## src/rtl/jt49_div_multi.sv

```systemverilog
// jt49_div_multi: CH independent tone/noise period dividers sharing one clock enable.
//
// Each channel has a double-buffered period: writes land in a shadow register.
// The shadow is copied into the active period only at a wrap or a restart, so a
// period change never cuts the half-period that is currently running.
// Each channel produces a 50 % square wave (div) and a one-clk wrap strobe (tick).
//
// Parameters:
//   CH  number of channels (>=1)
//   W   period/counter width in bits (>=2)
//   AW  write-address width (derived)
//
// Ports:
//   clk      core clock
//   rst      asynchronous active-high reset
//   cen      clock enable shared by all channels
//   wr_en    period write strobe, honoured on every clk edge regardless of cen
//   wr_addr  channel to write; addresses >= CH are ignored
//   wr_data  new period value
//   restart  per-channel phase restart, honoured on every clk edge
//   div      square-wave outputs
//   tick     one-clk pulse following the enabled edge on which a channel wraps
//
// Build option:
//   JT49_DIV_MULTI_RESTART_EN  when defined, restart is honoured; when undefined,
//                              the restart port exists but is ignored.

module jt49_div_multi #(
    parameter int CH = 3,
    parameter int W  = 12,
    localparam int AW = (CH > 1) ? $clog2(CH) : 1
) (
    input  logic          clk,
    input  logic          rst,
    input  logic          cen,
    input  logic          wr_en,
    input  logic [AW-1:0] wr_addr,
    input  logic [W-1:0]  wr_data,
    input  logic [CH-1:0] restart,
    output logic [CH-1:0] div,
    output logic [CH-1:0] tick
);

    for (genvar i = 0; i < CH; i++) begin : g_ch
        logic [W-1:0] shadow_q;
        logic [W-1:0] active_q;
        logic [W-1:0] count_q;
        logic         div_q;
        logic         tick_q;
        logic         wr_hit;
        logic [W-1:0] next_period;

        // Only addresses 0..CH-1 can match, so out-of-range writes fall through.
        assign wr_hit      = wr_en && (wr_addr == AW'(i));
        // A write on the same edge as a wrap/restart bypasses the shadow.
        assign next_period = wr_hit ? wr_data : shadow_q;

        always_ff @(posedge clk or posedge rst) begin
            if (rst) begin
                shadow_q <= '0;
            end else if (wr_hit) begin
                shadow_q <= wr_data;
            end
        end

        // count restarts at 1 and active only changes when count is reloaded,
        // so count never exceeds max(active,1) and cannot overflow.
        always_ff @(posedge clk or posedge rst) begin
            if (rst) begin
                count_q  <= W'(1);
                active_q <= '0;
                div_q    <= 1'b0;
                tick_q   <= 1'b0;
            end else
`ifdef JT49_DIV_MULTI_RESTART_EN
            if (restart[i]) begin
                count_q  <= W'(1);
                active_q <= next_period;
                div_q    <= 1'b0;
                tick_q   <= 1'b0;
            end else
`endif
            if (cen) begin
                // Period 0 behaves as 1: count (>=1) is always >= 0.
                if (count_q >= active_q) begin
                    count_q  <= W'(1);
                    active_q <= next_period;
                    div_q    <= ~div_q;
                    tick_q   <= 1'b1;
                end else begin
                    count_q  <= count_q + W'(1);
                    tick_q   <= 1'b0;
                end
            end else begin
                tick_q <= 1'b0;
            end
        end

        assign div[i]  = div_q;
        assign tick[i] = tick_q;
    end

`ifndef JT49_DIV_MULTI_RESTART_EN
    logic unused_restart;
    assign unused_restart = ^restart;
`endif

endmodule

```

## config.mk

```make
export PLATFORM = sky130hd
export DESIGN_NAME = jt49_div_multi
export DESIGN_NICKNAME = d
export VERILOG_FILES = /design/src/rtl/jt49_div_multi.sv
export SDC_FILE = /design/constraint.sdc
export NUM_CORES = 1
export LEC_CHECK = 0
export ABC_CLOCK_PERIOD_IN_PS = 4200
export CORE_ASPECT_RATIO = 0.9
export CORE_MARGIN = 4
export CORE_UTILIZATION = 40
export DETAILED_ROUTE_END_ITERATION = 7
export PLACE_DENSITY = 0.53
export SLEW_MARGIN = 20
export SYNTH_ARGS = -nofsm -noshare
export SYNTH_HDL_FRONTEND = slang
export SYNTH_SLANG_ARGS = --single-unit
```

## constraint.sdc

```tcl
create_clock -name clk -period 4.2 [get_ports clk]
set_input_delay 0.63 -clock clk [delete_from_list [all_inputs] [get_ports clk]]
set_output_delay 0.63 -clock clk [all_outputs]
set_load 0.02 [all_outputs]
```

==> results.toml <==
[global_routing]
track_usage_pct = 13.6
grt_max_degree = 104
grt.overflow.total = 0
antenna_found_initial = 0
first_global_vias = 3465
grt_pass1_wl_mm = 17.2

[sta]
worstMarginPinSlew_ps = 958
finClkSkew_ps = 6.52
maxSlewViolCount = 0
rsz0062_at_grt = "no"
layout_min_cycle_time_ps = 2730
setup_viol = 0
hold_viol = 0
finalCritPeriodShare_pct = 64.9
relSlewSlack_pct = 35.8
max_freq_ghz = 0.367
fin_tns_setup_ps = 0

[die]
die_h_um = 120
start_util_pct = 41.4
ioPinCount = 27
coreArea_um2 = 13600
dieArea_um2 = 16000
rows = 40
die_x_um = 133

[worst_hold_path]
worstHoldPathCells = 1
hp-start = "g_ch[0].div_q"
min_path_type = "flip-flop to flip-flop"
hold_end = "g_ch[0].div_q"

[cells_and_area]
n_antenna_cell = 0
drive_gt1_share_pct = 19.7
seq_area_um2 = 2860
nFillCells = 1222
syn_to_final_growth_pct = 18.3
multi_input_area_um2 = 2470
fin_cells = 717
final_nets = 575

[routing]
avgRoutedWirePerCell_um = 14.0
num_vias = 3447
first_pass_iters = 5
routed_wl_mm = 10.0
drtAntennaViolNets = 0
drtIter0Drc = 138
remaining_drc_errors = 0
post_drt_via_cell_ratio = 4.81

[synthesis]
synthTopCellsByCount = "dfrtp_1 (111), mux2_2 (49), inv_1 (48)"
yosysTopAreaCellShare_pct = 49.5
yosys_warnings = 0
yosysMostFrequentCell = "dfrtp_1"
postSynthCellCount = 489
synth-main-ff-cell = "dfrtp_1"
async_flop_share_pct = 100
syn-cell-area_um2 = 5620
synth_nets = 549
avgSynthCellArea_um2 = 11.5
synth_cell_types = 39
yosysSeqAreaShare_pct = 50.9
synth-edff-count = 0
synth_top_area_cell = "dfrtp_1"
synth.area.top_cells = "dfrtp_1 (49%), mux2_2 (9.8%), ha_1 (8.7%), inv_1 (3.2%), nor2_1 (2.9%)"
ys_ff_latch = 114

[power]
ir_worst_vdd_v = 0.000303
power_density_nw_per_um2 = 666
p_leak_nw = 3.12
power_mw = 4.43

[worst_setup_path]
path_cells = "clkdlybuf4s50_1 -> buf_4 -> nand3_1 -> nand2_1 -> mux2_2"
cp_data_required_time_ps = 4490
critPathBufInv = 2
regToRegEndpoint = "g_ch[1].active_q[6]"
critPathTopFamily = "buffers and inverters"
path_max_fanout = 21
worstSetupStartpointType = "input pin"
timing.rr.start = "g_ch[1].count_q[0]"
critPathMaxStageDelay_ps = 900
crit_type = "input pin to flip-flop"
cp_slowest_cell = "clkdlybuf4s50_1"
crit_path_end_kind = "flip-flop"
cp.arrival_ps = 3010
r2r_cells = 8
r2r_setup_slack_ps = 1590

[place]
port_buffers = 23
placedCellCount = 685
place_hpwl_mm = 7.17
gp_congestion = 0.769

[flow_run]
cap_violations = 0

[status]
status = "finished, final reports clean"

[cts]
cts_buffer_depth = 2
htree_levels = 4
cts_tree = "built"
cts_buffers = 17
postCtsSetupBuffers = 0
cts_resized = 0
clk_pin_slew_ps = 50
cts.sink_count = 114
clock_latency_ps = 410
cts-root-buf = "clkbuf_16"
hold_buffers = 0
worst reg2reg max path, stage by stage, from the launching register on:
cell	delay (ps)
dfstp_2	560
inv_1	50
ha_1	270
nand2b_4	120
a2111oi_4	70
nor4_2	310
nor3_2	80
nor2_2	630
mux2_2	410
logic make-up (layout without fill, tap and decap cells):
family                     count (synthesis)  count (layout)  synth area share [%]
xor gates and xnor gates                  25              25                  3.90
buffers and inverters                     67             106                  5.21
AOI/OAI and AO/OA                         49              49                  5.57
DFF                                      114             114                  50.9
and+or+nand+nor                          123             123                  10.7
adders and majority gates                 39              39                  8.69
muxes                                     72              72                  15.1
area by class of cell:
class,count,area share (%)
clock buffer,23,7.20
clock inverter,9,2.30
inverter,48,2.75
multi-input combinational,308,37.2
sequential,114,43.0
tap,189,3.56
timing repair buffer,26,3.99
per-stage QoR:
step | setup slack (ps) | hold slack [ps] | utilization (%) | area, um^2
after floorplan | 559 | 443 | - | 5620
after global placement | 1040 | 454 | 44.3 | 6010
after detailed placement | 1020 | 459 | 44.3 | 6010
after CTS | 1450 | 469 | 49.0 | 6640
after global routing | 1290 | 479 | 49.0 | 6640
final | 1470 | 463 | 49.0 | 6640
flip-flops by register name, summed over array words and instances (netlist names):
signal,cells
g_ch.count_q,36
g_ch.tick_q,3
g_ch.div_q,3
g_ch.shadow_q,36
g_ch.active_q,36
cell usage in the layout, fill, tap and decap left out, types with 8 or more instances in the layout:
| cell type | netlist | final |
|---|---|---|
| xnor2_1 | 10 | 10 |
| mux2_4 | 10 | 10 |
| inv_1 | 48 | 47 |
| nand3_1 | 29 | 29 |
| mux2_2 | 49 | 49 |
| and3_1 | 10 | 10 |
| ha_1 | 39 | 39 |
| nor2_1 | 44 | 44 |
| nand2_1 | 19 | 19 |
| clkdlybuf4s50_1 | 0 | 23 |
| mux2_1 | 13 | 13 |
| a21oi_1 | 13 | 13 |
| xor2_1 | 15 | 15 |
| o21ai_0 | 13 | 13 |
| clkbuf_16 | 0 | 17 |
| dfrtp_1 | 111 | 111 |
| nand4_1 | 8 | 8 |
where the power goes:
part           total, mW  switching [mW]  internal (mW)
combinational       1.25           0.620          0.629
clock               1.52           0.483           1.04
sequential          1.66           0.217           1.44
total               4.43            1.32           3.11
metal layers:
metal | wire length, um | part of all wire (%) | up-vias | track usage [%]
met3 | 309 | 3.1 | 9 | 4.49
met2 | 4520 | 45 | 37 | 20.0
met1 | 5100 | 51 | 1689 | 18.6
met5 | 0 | 0 | - | 0
met4 | 98 | 0.98 | 0 | 5.26
li1 | - | - | 1712 | -
worst max path at each step:
stage,from,to,cells past startpoint
2_1_floorplan,rst,g_ch[0].active_q[0],1
3_3_place_gp,cen,g_ch[2].active_q[10],5
3_5_place_dp,cen,g_ch[2].active_q[10],5
4_1_cts,cen,g_ch[2].active_q[10],5
5_1_grt,cen,g_ch[2].active_q[7],5
6_report,cen,g_ch[2].active_q[10],5
Power figures use the tool's default switching activity.
